[src/rtl/pc_sequencer.sv]
// PC sequencer: steps the PC through an external adder, handles redirects, stalls and fetch backpressure.
// Optional misaligned-redirect trap is compiled in with `define PC_MISALIGN_TRAP_EN.
module pc_sequencer #(
    parameter int             n        = 16,
    parameter logic [n-1:0]   RESET_PC = {n{1'b0}},
    parameter int             INC      = 2
) (
    input  logic         clk,
    input  logic         rst_n,
    output logic [n-1:0] pc,
    output logic [n-1:0] pc_inc,
    input  logic [n-1:0] pc_plus,
    input  logic         redirect_valid,
    input  logic [n-1:0] redirect_target,
    input  logic         stall,
    output logic         fetch_valid,
    input  logic         fetch_ready,
    output logic [n-1:0] fetch_pc,
    output logic [n-1:0] fetch_count,
    output logic         trap
);

    typedef enum logic [2:0] {
        BOOT   = 3'd0,
        RUN    = 3'd1,
        HOLD   = 3'd2,
        BUBBLE = 3'd3,
        TRAP   = 3'd4
    } state_t;

    localparam logic [n-1:0] COUNT_ONE = {{(n-1){1'b0}}, 1'b1};

    state_t       state_r;
    logic [n-1:0] pc_r;
    logic [n-1:0] count_r;
    logic         fetch_valid_r;
    logic         trap_r;
    logic         xfer_s;
    logic         redirect_trap_s;
    state_t       redirect_state_s;

`ifdef PC_MISALIGN_TRAP_EN
    localparam logic [n-1:0] ALIGN_MASK = n'(INC - 1);

    function automatic logic misaligned(input logic [n-1:0] target);
        misaligned = ((target & ALIGN_MASK) != {n{1'b0}});
    endfunction

    // A redirect to an address not aligned to INC diverts into TRAP.
    always_comb begin
        redirect_trap_s = 1'b0;
        if (redirect_valid) begin
            redirect_trap_s = misaligned(redirect_target);
        end else begin
            redirect_trap_s = 1'b0;
        end
    end
`else
    assign redirect_trap_s = 1'b0;
`endif

    assign xfer_s           = fetch_valid_r & fetch_ready;
    assign redirect_state_s = redirect_trap_s ? TRAP : BUBBLE;

    assign pc          = pc_r;
    assign pc_inc      = n'(INC);
    assign fetch_pc    = pc_r;
    assign fetch_valid = fetch_valid_r;
    assign fetch_count = count_r;
    assign trap        = trap_r;

    // Sequencer FSM: fetch_valid is high exactly while in RUN.
    always_ff @(posedge clk or negedge rst_n) begin
        if (!rst_n) begin
            state_r       <= BOOT;
            pc_r          <= RESET_PC;
            count_r       <= {n{1'b0}};
            fetch_valid_r <= 1'b0;
            trap_r        <= 1'b0;
        end else begin
            case (state_r)
                BOOT: begin
                    state_r       <= RUN;
                    fetch_valid_r <= 1'b1;
                end
                RUN: begin
                    // An accepted fetch counts even when the same edge redirects or stalls.
                    if (xfer_s) begin
                        count_r <= count_r + COUNT_ONE;
                    end else begin
                        count_r <= count_r;
                    end
                    if (redirect_valid) begin
                        pc_r          <= redirect_target;
                        state_r       <= redirect_state_s;
                        fetch_valid_r <= 1'b0;
                        trap_r        <= redirect_trap_s;
                    end else if (stall) begin
                        pc_r          <= xfer_s ? pc_plus : pc_r;
                        state_r       <= HOLD;
                        fetch_valid_r <= 1'b0;
                    end else begin
                        pc_r          <= xfer_s ? pc_plus : pc_r;
                        state_r       <= RUN;
                        fetch_valid_r <= 1'b1;
                    end
                end
                HOLD, BUBBLE: begin
                    if (redirect_valid) begin
                        pc_r          <= redirect_target;
                        state_r       <= redirect_state_s;
                        fetch_valid_r <= 1'b0;
                        trap_r        <= redirect_trap_s;
                    end else if (stall) begin
                        state_r       <= HOLD;
                        fetch_valid_r <= 1'b0;
                    end else begin
                        state_r       <= RUN;
                        fetch_valid_r <= 1'b1;
                    end
                end
                TRAP: begin
                    state_r       <= TRAP;
                    fetch_valid_r <= 1'b0;
                    trap_r        <= 1'b1;
                end
                default: begin
                    state_r       <= BOOT;
                    fetch_valid_r <= 1'b0;
                    trap_r        <= 1'b0;
                end
            endcase
        end
    end

endmodule
[config.mk]
export PLATFORM = sky130hd
export DESIGN_NAME = pc_sequencer
export DESIGN_NICKNAME = d
export VERILOG_FILES = /design/src/rtl/pc_sequencer.sv
export SDC_FILE = /design/constraint.sdc
export NUM_CORES = 1
export LEC_CHECK = 0
export CORE_ASPECT_RATIO = 0.75
export CORE_MARGIN = 3
export CORE_UTILIZATION = 44
export CTS_BUF_LIST = sky130_fd_sc_hd__clkbuf_8
export CTS_CLUSTER_SIZE = 25
export DETAILED_ROUTE_END_ITERATION = 7
export PLACE_DENSITY = 0.88
export RECOVER_POWER = 25
export SLEW_MARGIN = 20
export SYNTH_ARGS = -nofsm -noshare
export SYNTH_HDL_FRONTEND = slang
export SYNTH_SLANG_ARGS = --single-unit
[constraint.sdc]
create_clock -name clk -period 2.13 [get_ports clk]
set_input_delay 0.426 -clock clk [delete_from_list [all_inputs] [get_ports clk]]
set_output_delay 0.426 -clock clk [all_outputs]
set_load 0.02 [all_outputs]
==> results of run 1 <==
[state kept, by name (all words and copies together), names as in the netlist]
name,count
trap,1
fetch_count,16
state_r,3
fetch_valid,1
fetch_pc,16
[layout by cell type (no fill, tap or decap), types with 2 or more instances in the layout]
cell type | netlist | routed
inv_1 | 1 | 2
o21ai_1 | 16 | 16
nor2_1 | 7 | 7
nor4_4 | 2 | 2
nor3_1 | 4 | 4
conb_1 | 2 | 16
mux2i_1 | 16 | 16
nand4_1 | 2 | 2
nand3_1 | 5 | 5
clkdlybuf4s50_1 | 0 | 85
xnor2_1 | 9 | 9
dfrtp_1 | 37 | 37
and4_1 | 3 | 3
xor2_1 | 6 | 6
nand2_1 | 22 | 22
clkbuf_8 | 0 | 7
[per-layer routing]
metal  GRT usage (%)  up-vias  wire [um]
met2            27.8       56       2090
li1                -      707          -
met1            21.4      676       1850
met3            5.03        2        258
met4            3.67        0         17
met5               0        -          0
[cells by family after synthesis]
| logic type | share of synthesized area [%] |
|---|---|
| other | 0.383 |
| AND/OR/NAND/NOR | 16.1 |
| multiplexers | 8.75 |
| buffers and inverters | 14.4 |
| flip-flops | 47.3 |
| adder cells (fa/ha/maj) | 0.638 |
| AO/OA/AOI/OAI | 5.81 |
| XOR/XNOR | 6.71 |
[worst paths after layout]
check	slack, ns	from	cells past startpoint	end
worst min register to register	0.50	fetch_count[15]	1	fetch_count[15]
max in group asynchronous	1.31	rst_n	1	state_r[0]
worst max register to register	0.56	fetch_count[0]	5	fetch_count[10]
worst min-delay path	0.26	rst_n	1	fetch_count[10]
worst max-delay path	0.30	fetch_count[2]	1	fetch_count[2]
min in group clk	0.50	fetch_count[15]	1	fetch_count[15]
[power groups by stage]
stage          sequential [mW]  combinational (mW)  clock [mW]
3_3_place_gp             0.873               0.606           0
4_1_cts                  0.863               0.619       0.537
3_5_place_dp             0.876               0.617           0
2_1_floorplan            0.950               0.279           0
5_1_grt                  0.876               0.654       0.573
6_report                 0.862               0.613       0.524
[cell type report]
class,count,area [sq um]
clock buffers,7,96.3
inverters,2,7.51
clock inverters,1,5.00
multi-input cells,119,805
well taps,55,68.8
repair buffers,88,883
flip-flops and latches,37,926
fillers,340,1390
[synthesized netlist by cell type (3+ instances only)]
| library cell | instances | area share (%) |
|---|---|---|
| xnor2_1 | 9 | 4.0 |
| mux2i_1 | 16 | 8.2 |
| and4_1 | 3 | 1.3 |
| nand3_1 | 5 | 1.3 |
| dfrtp_1 | 37 | 47 |
| nor3_1 | 4 | 1.0 |
| buf_2 | 3 | 0.77 |
| nand2_1 | 22 | 4.2 |
| buf_4 | 33 | 13 |
| nor2_1 | 7 | 1.3 |
| xor2_1 | 6 | 2.7 |
| o21ai_1 | 16 | 4.1 |
[through the flow]
step / cells / hold slack [ns] / instance area, sq um / utilization, % / power (mW)
floorplan: 195 / 0.130 / 2010 / - / 1.23
global placement: 301 / 0.463 / 2690 / 64.4 / 1.48
detailed placement: 301 / 0.487 / 2690 / 64.4 / 1.49
CTS: 309 / 0.252 / 2790 / 66.8 / 2.02
global route: 309 / 0.338 / 2790 / 66.8 / 2.10
finish: 309 / 0.265 / 2790 / 66.8 / 2.00
==> summary.md, run 1 <==
| Metric | Value |
|---|---|
| Number of CTS-inserted buffers | 5 |
| Worst path required time | 1.70 ns |
| Mapped Cells | 181 |
| Antenna Nets Post-Route | 0 |
| Clock Power Share | 26.2% |
| Die Area | 5300 sq um |
| Grt total ovfl | 0 |
| Top FF cell, synth | dfrtp_1 |
| Final TNS setup | 0 ns |
| Post-cts sizing count | 0 |
| Hold_buf cts | 0 |
| Sequential fraction of design power | 43.1% |
| Vias per inst | 4.66 |
| Relative slew slack | 40.1% |
| F_max | 548 MHz |
| Tcrit/Tclk final | 85.7% |
| Final wirelength | 4.22 mm |
| Hold Path Class | input pin to asynchronous set/reset pin |
| Ant. Diodes | 0 |
| Largest net degree at the start of global routing | 38 |
| CTS tree | done |
| Clk Latency, worst-skew pair | 0.28 ns |
| Worst vdd ir | 467 uV |
| Worst setup EP type | output port |
| Register area share after synthesis | 47.3% |
| Switching power | 0.626 mW |
| Top Family by Delay on Critical Path | buffers and inverters |
| EDFF count, synth | 0 |
| Initial Utilization | 46.9% |
| Hpwl dp | 3.40 mm |
| Vias in the first global route | 1432 |
| Pre-Repair DR Iteration Count | 4 |
| Setup crit start kind | register |
| Area delta synth->final | 42.5% |
| Async set-reset flop share out of synthesis | 100% |
| Fin worst setup slack | 0.304 ns |
| DR WL/cell | 13.6 um |
| RSZ-0062 raised after global routing | no |
| Io pins | 103 |
| Syn. warnings | 0 |
| Max FO, Critical Path | 5 |
| Distinct cells, synth | 29 |
| Setup WS pre-CTS | 0.175 ns |
| Internal | 1.37 mW |
| Power Density | 716 nW/um^2 |
| Drt drc | 0 |
| Final net count | 291 |
| Fin. max-slew vios | 0 |
| FF+latch count, synth | 37 |
| Clock skew | 0.00521 ns |
| # Post-CTS Setup Buffers | 0 |
| Critical Path AT | 1.40 ns |
| CTS Buffer Depth | 2 |
| Critical Path Slowest Stage Cell | clkdlybuf4s50_1 |
| Sink Count | 37 |
| Total number of vias | 1441 |
| Kind of critical path | register to output port |
| Root Driver | clkbuf_8 |
| Final hold vios | 0 |
| Total GRT Usage | 16.6% |
| Core area | 4180 sq um |
| Status | complete, no violations |
| PortBufs | 86 |
| Die Ht | 63.8 um |
| Net Sw Frac | 31.3% |
| Initial antenna violation count | 0 |
| Post-Syn Area | 1960 sq um |
| Crit-path cells | clkdlybuf4s50_1 |
| Layout cells sized above 1 | 7.09% |
| Final Setup Violations | 0 |
| Actual slew at the worst max-slew pin | 0.899 ns |
| Cell Rows | 20 |
| Worst-path clk slew | 0.07 ns |
| Leakage | 1.26 nW |
| H-tree levels | 2 |
| Syn avg cell area | 10.8 sq um |
| DIE WIDTH | 83.1 um |
| Initial DRC count | 43 |
| RD Place Congestion | 0.753 |
| First-pass GRT wire length | 7.08 mm |
| MaxCap Viol Count | 0 |
| Logic gate share of total power | 30.6% |
| Max incr delay on CP | 0.65 ns |
| CP bufs+invs | 1 |
| Minimum clock period | 1.83 ns |
Note: power is estimated with default switching activity, not from simulation.
==> run 2: changes to the inputs <==
Settings changed: CORE_UTILIZATION 44 to 41, PLACE_DENSITY 0.88 to 0.83.
Clock period 2.13 ns to 2 ns, I/O delays scaled along.
==> run 2 against run 1 <==
Net effect:
- final cell count is 0.97% higher
- die area up 6.7%
- non-clock buffer count grew 1
- hold slack improved by 0.054 ns
- sequential power is 6.6% higher
- via count increased by 0.69%
- utilization shrank 4.6 points
- largest cell class unchanged
- first-iteration DRC count decreased by 26%
- final area up 1.3%
==> summary.md, run 2 (same netlist as run 1, synthesis figures left out) <==
| Metric | Value |
|---|---|
| Status | complete, no violations |
| Worst path required time | 1.60 ns (-0.10 ns) |
| Critical Path Slowest Stage Cell | clkdlybuf4s50_1 |
| Setup WS pre-CTS | 0.0559 ns (-0.119 ns) |
| CTS tree | done |
| Leakage | 1.28 nW (+1.4%) |
| Power Density | 786 nW/um^2 (+9.7%) |
| Max FO, Critical Path | 5 (unchanged) |
| Final net count | 292 (+0.34%) |
| Grt total ovfl | 0 (unchanged) |
| Most frequent cells in the layout | 85 x clkdlybuf4s50_1, 37 x dfrtp_1, 22 x nand2_1 |
| Final TNS setup | 0 ns (unchanged) |
| Area taken by flip-flops and latches | 926 sq um (unchanged) |
| Clk Latency, worst-skew pair | 0.28 ns (about the same) |
| Fin. max-slew vios | 0 (unchanged) |
| PortBufs | 86 (unchanged) |
| Crit-path cells | clkdlybuf4s50_1 |
| Sink Count | 37 (unchanged) |
| Setup crit start kind | register |
| Hold Path Class | input pin to asynchronous set/reset pin |
| Top Family by Delay on Critical Path | buffers and inverters |
| F_max | 548 MHz |
| Initial antenna violation count | 0 (unchanged) |
| Critical Path AT | 1.42 ns (+0.02 ns) |
| DR WL/cell | 13.2 um (-3.2%) |
| Area delta synth->final | 44.3% |
| RD Place Congestion | 0.772 (+2.6%) |
| Fin worst setup slack | 0.175 ns (-0.129 ns) |
| Final hold vios | 0 (unchanged) |
| Total GRT Usage | 15.3% (-1.3 points) |
| Number of CTS-inserted buffers | 5 (unchanged) |
| Pre-Repair DR Iteration Count | 4 (unchanged) |
| RSZ-0062 raised after global routing | no |
| Hold_buf cts | 0 (unchanged) |
| M1 GR Usage | 21.2% (-0.21 points) |
| Cell Rows | 21 (+5.0%) |
| Tcrit/Tclk final | 91.2% |
| H-tree levels | 2 (unchanged) |
| Minimum clock period | 1.82 ns |
| Core area | 4550 sq um (+8.8%) |
| Io pins | 103 (unchanged) |
| Met2 global-route usage | 23.4% (-4.4 points) |
| Finished Layout Cells | 312 (+0.97%) |
| Fill cells | 374 (+10%) |
| Actual slew at the worst max-slew pin | 0.914 ns (+0.0154 ns) |
| Vias per inst | 4.65 (-0.27%) |
| CTS Buffer Depth | 2 (unchanged) |
| Relative slew slack | 39.1% (-1.0 points) |
| Die Area | 5650 sq um (+6.7%) |
| Initial DRC count | 32 (-26%) |
| GRT Max-Usage Layer | met2 |
| Drt drc | 0 (unchanged) |
| Vias in the first global route | 1348 (-5.9%) |
| Commonest non-fill, non-tap cell in the layout | clkdlybuf4s50_1 |
| Layout cells sized above 1 | 7.45% (+0.36 points) |
| GRT met3 Usage | 4.11% (-0.92 points) |
| Final wirelength | 4.12 mm (-2.3%) |
| Ant. Diodes | 0 (unchanged) |
| Final Setup Violations | 0 (unchanged) |
| Clock skew | 0.00692 ns (+0.00171 ns) |
| R2r endpoint | fetch_count[13] |
| Worst-path clk slew | 0.07 ns (about the same) |
| # Post-CTS Setup Buffers | 0 (unchanged) |
| Worst setup EP type | output port |
| Worst R2R Setup Slack | 0.41 ns (-0.15 ns) |
| Max incr delay on CP | 0.66 ns (about the same) |
| Antenna Nets Post-Route | 0 (unchanged) |
| Root Driver | clkbuf_8 |
| Hpwl dp | 3.22 mm (-5.4%) |
| First-pass GRT wire length | 6.78 mm (-4.2%) |
| DIE WIDTH | 85.8 um (+3.3%) |
| Worst vdd ir | 535 uV (+15%) |
| Multi-input logic area | 805 sq um (unchanged) |
| Placed instance count | 304 (+1.0%) |
| Power Total | 2.22 mW (+11%) |
| Die Ht | 65.9 um (+3.3%) |
| Kind of critical path | register to output port |
| Reg-to-Reg Start | state_r[2] |
| Largest net degree at the start of global routing | 38 (unchanged) |
| Reg2Reg Depth | 4 (-1) |
| Post-cts sizing count | 0 (unchanged) |
| Initial Utilization | 43.1% (-3.8 points) |
| MaxCap Viol Count | 0 (unchanged) |
| CP bufs+invs | 1 (unchanged) |
| Total number of vias | 1451 (+0.69%) |
-- run 2: changes by cell type in the layout (fill, tap and decap cells not counted) --
cell,delta
buf_12,+1
buf_2,+1
buf_4,-1
bufinv_16,+1
clkbuf_8,-1
clkinv_2,-1
inv_2,+1
-- run 2: stage by stage --
step | instance area [sq um] | utilization [%] | hold WS, ns
finish | 2830 | 62.2 | 0.319
global route | 2830 | 62.2 | 0.372
CTS | 2830 | 62.2 | 0.157
detailed placement | 2710 | 59.7 | 0.465
global placement | 2710 | 59.7 | 0.469
floorplan | 2010 | - | 0.104
-- run 2: routing by layer --
| metal | up-vias | share of wire (%) | routed length [um] |
|---|---|---|---|
| li1 | 702 | - | - |
| met1 | 687 | 46 | 1890 |
| met2 | 60 | 47 | 1930 |
| met3 | 2 | 6.9 | 284 |
| met4 | 0 | 0.51 | 21 |
| met5 | - | 0 | 0 |
-- run 2: worst max path at each step --
stage,start,to,depth (start not counted)
5_1_grt,fetch_count[2],fetch_count[2],1
6_report,fetch_count[2],fetch_count[2],1
4_1_cts,fetch_count[2],fetch_count[2],1
3_3_place_gp,fetch_ready,fetch_count[13],5
3_5_place_dp,fetch_ready,fetch_count[13],5
2_1_floorplan,fetch_count[0],fetch_count[10],5
-- run 2: area by class of cell --
class                      instances  share of cell area [%]
clock inverter                     2                    1.20
sequential                        37                    32.8
multi-input combinational        119                    28.5
inverter                           2                   0.266
timing repair buffer              89                    31.9
tap                               57                    2.52
clock buffer                       6                    2.92
-- run 2: report_power, final --
part	switching [mW]	total, mW	internal [mW]
combinational	0.325	0.657	0.332
clock	0.244	0.645	0.401
sequential	0.0943	0.919	0.825
==> run 3: changes to the inputs <==
Settings changed: CORE_UTILIZATION 41 to 44, PLACE_DENSITY 0.83 to 0.88.
Clock period 2 ns to 2.22 ns, I/O delays scaled along.
==> run 3 against run 2 <==
Net effect:
- power fell by 13%
- via count fell by 1.0%
- non-clock buffer count shrank 1
- wire length is 4.8% higher
- final cell count is 0.96% lower
- utilization grew 4.6 points
- sequential cell count unchanged
- sequential share of layout area rose by 0.41 points
==> summary.md, run 3 (same netlist as run 1, synthesis figures left out) <==
| Metric | Value |
|---|---|
| Status | complete, no violations |
| CP bufs+invs | 1 (unchanged) |
| Crit-path cells | clkdlybuf4s50_1 |
| Setup crit start kind | register |
| Grt total ovfl | 0 (unchanged) |
| Relative slew slack | 39.2% (+0.11 points) |
| Kind of critical path | register to output port |
| RSZ-0062 raised after global routing | no |
| Hpwl dp | 3.29 mm (+2.2%) |
| Area delta synth->final | 42.5% |
| Hold Path Class | input pin to asynchronous set/reset pin |
| Final Cell Area | 2790 sq um (-1.2%) |
| Critical Path AT | 1.41 ns (about the same) |
| Sequential fraction of design power | 43.1% (+1.7 points) |
| Layout cells sized above 1 | 7.09% (-0.36 points) |
| Leakage | 1.26 nW (-1.4%) |
| Antenna Nets Post-Route | 0 (unchanged) |
| Switching power | 0.615 mW (-7.3%) |
| Root Driver | clkbuf_8 |
| Most frequent cells in the layout | 85 x clkdlybuf4s50_1, 37 x dfrtp_1, 22 x nand2_1 |
| Vias in the first global route | 1439 (+6.8%) |
| Sink Count | 37 (unchanged) |
| Final TNS setup | 0 ns (unchanged) |
| Actual slew at the worst max-slew pin | 0.912 ns (-0.00172 ns) |
| Worst path required time | 1.78 ns (+0.18 ns) |
| Ant. Diodes | 0 (unchanged) |
| Initial antenna violation count | 0 (unchanged) |
| GRT Max-Usage Layer | met2 |
| Initial Utilization | 46.9% (+3.8 points) |
| PortBufs | 86 (unchanged) |
| Fin. max-slew vios | 0 (unchanged) |
| Power Total | 1.94 mW (-13%) |
| Pre-Repair DR Iteration Count | 4 (unchanged) |
| Max FO, Critical Path | 5 (unchanged) |
| Commonest non-fill, non-tap cell in the layout | clkdlybuf4s50_1 |
| Critical Path Slowest Stage Cell | clkdlybuf4s50_1 |
| Worst vdd ir | 397 uV (-26%) |
| CTS tree | done |
| Final net count | 291 (-0.34%) |
| Total GRT Usage | 16.8% (+1.5 points) |
| Internal | 1.32 mW (-15%) |
| # Post-CTS Setup Buffers | 0 (unchanged) |
| Worst-path clk slew | 0.07 ns (about the same) |
| Worst setup EP type | output port |
| CTS Buffer Depth | 2 (unchanged) |
| F_max | 541 MHz |
| Io pins | 103 (unchanged) |
| DIE WIDTH | 83.1 um (-3.2%) |
| Largest net degree at the start of global routing | 38 (unchanged) |
| Total number of vias | 1436 (-1.0%) |
| Clock Power Share | 26.2% (-2.8 points) |
| Hold_buf cts | 0 (unchanged) |
| H-tree levels | 2 (unchanged) |
| Die Ht | 63.8 um (-3.2%) |
| M1 GR Usage | 21.4% (+0.23 points) |
| Crit path from | fetch_count[2] |
| Final wirelength | 4.32 mm (+4.8%) |
| MaxCap Viol Count | 0 (unchanged) |
| RD Place Congestion | 0.759 (-1.7%) |
| Number of CTS-inserted buffers | 5 (unchanged) |
| Final Setup Violations | 0 (unchanged) |
| Minimum clock period | 1.85 ns |
| Met2 global-route usage | 28.6% (+5.2 points) |
| Max incr delay on CP | 0.66 ns (about the same) |
| Cell Rows | 20 (-4.8%) |
| Core area | 4180 sq um (-8.1%) |
| Top Family by Delay on Critical Path | buffers and inverters |
| Initial DRC count | 48 (+50%) |
| Net Sw Frac | 31.8% (+1.9 points) |
| GRT met3 Usage | 4.51% (+0.40 points) |
| DP Area | 2690 sq um (-0.83%) |
| Die Area | 5300 sq um (-6.3%) |
| Power Density | 693 nW/um^2 (-12%) |
| Drt drc | 0 (unchanged) |
| Post-cts sizing count | 0 (unchanged) |
| Clock skew | 0.00699 ns (+0.0000739 ns) |
| Tcrit/Tclk final | 83.3% |
| Clk Latency, worst-skew pair | 0.28 ns (about the same) |
| DR WL/cell | 14.0 um (+5.8%) |
| Logic gate share of total power | 30.7% (+1.1 points) |
| First-pass GRT wire length | 7.20 mm (+6.1%) |
| Final hold vios | 0 (unchanged) |
| Vias per inst | 4.65 (about the same) |
| Reg-to-Reg Start | fetch_count[0] |
==> run 3: area by class of cell <==
class,instances,area [sq um]
tap,55,68.8
timing repair buffer,88,883
sequential,37,926
multi-input combinational,119,805
inverter,2,7.51
fill,334,1390
clock buffer,7,96.3
clock inverter,1,5.00
==> run 3: power by group through the flow <==
stage / clock network [mW] / registers (mW) / logic [mW]
floorplan: 0 / 0.912 / 0.268
global placement: 0 / 0.838 / 0.582
detailed placement: 0 / 0.844 / 0.595
CTS: 0.519 / 0.834 / 0.602
global route: 0.552 / 0.846 / 0.633
finish: 0.508 / 0.834 / 0.594
==> run 3: path summary, 6_finish.rpt <==
| kind | end | slack [ns] | cells after the start |
|---|---|---|---|
| max in group asynchronous | fetch_count[2] | 1.36 | 1 |
| min in group clk | fetch_count[15] | 0.50 | 1 |
| max | fetch_count[2] | 0.37 | 1 |
| max reg2reg | fetch_count[10] | 0.58 | 5 |
| min reg2reg | fetch_count[15] | 0.50 | 1 |
| min | fetch_count[7] | 0.28 | 1 |
==> run 3: stage by stage <==
step / hold WS (ns) / cells / setup slack, ns / utilization, %
floorplan: 0.148 / 195 / 0.699 / -
global placement: 0.462 / 301 / 0.279 / 64.4
detailed placement: 0.481 / 301 / 0.223 / 64.4
CTS: 0.279 / 309 / 0.356 / 66.8
global route: 0.353 / 309 / 0.316 / 66.8
finish: 0.280 / 309 / 0.370 / 66.8
==> run 3: layer usage <==
metal  wire length (um)  part of all wire, %  vias up
li1                   -                    -      706
met1               1890                   44      672
met2               2170                   50       53
met3                230                  5.3        5
met4                 31                 0.72        0
met5                  0                    0        -
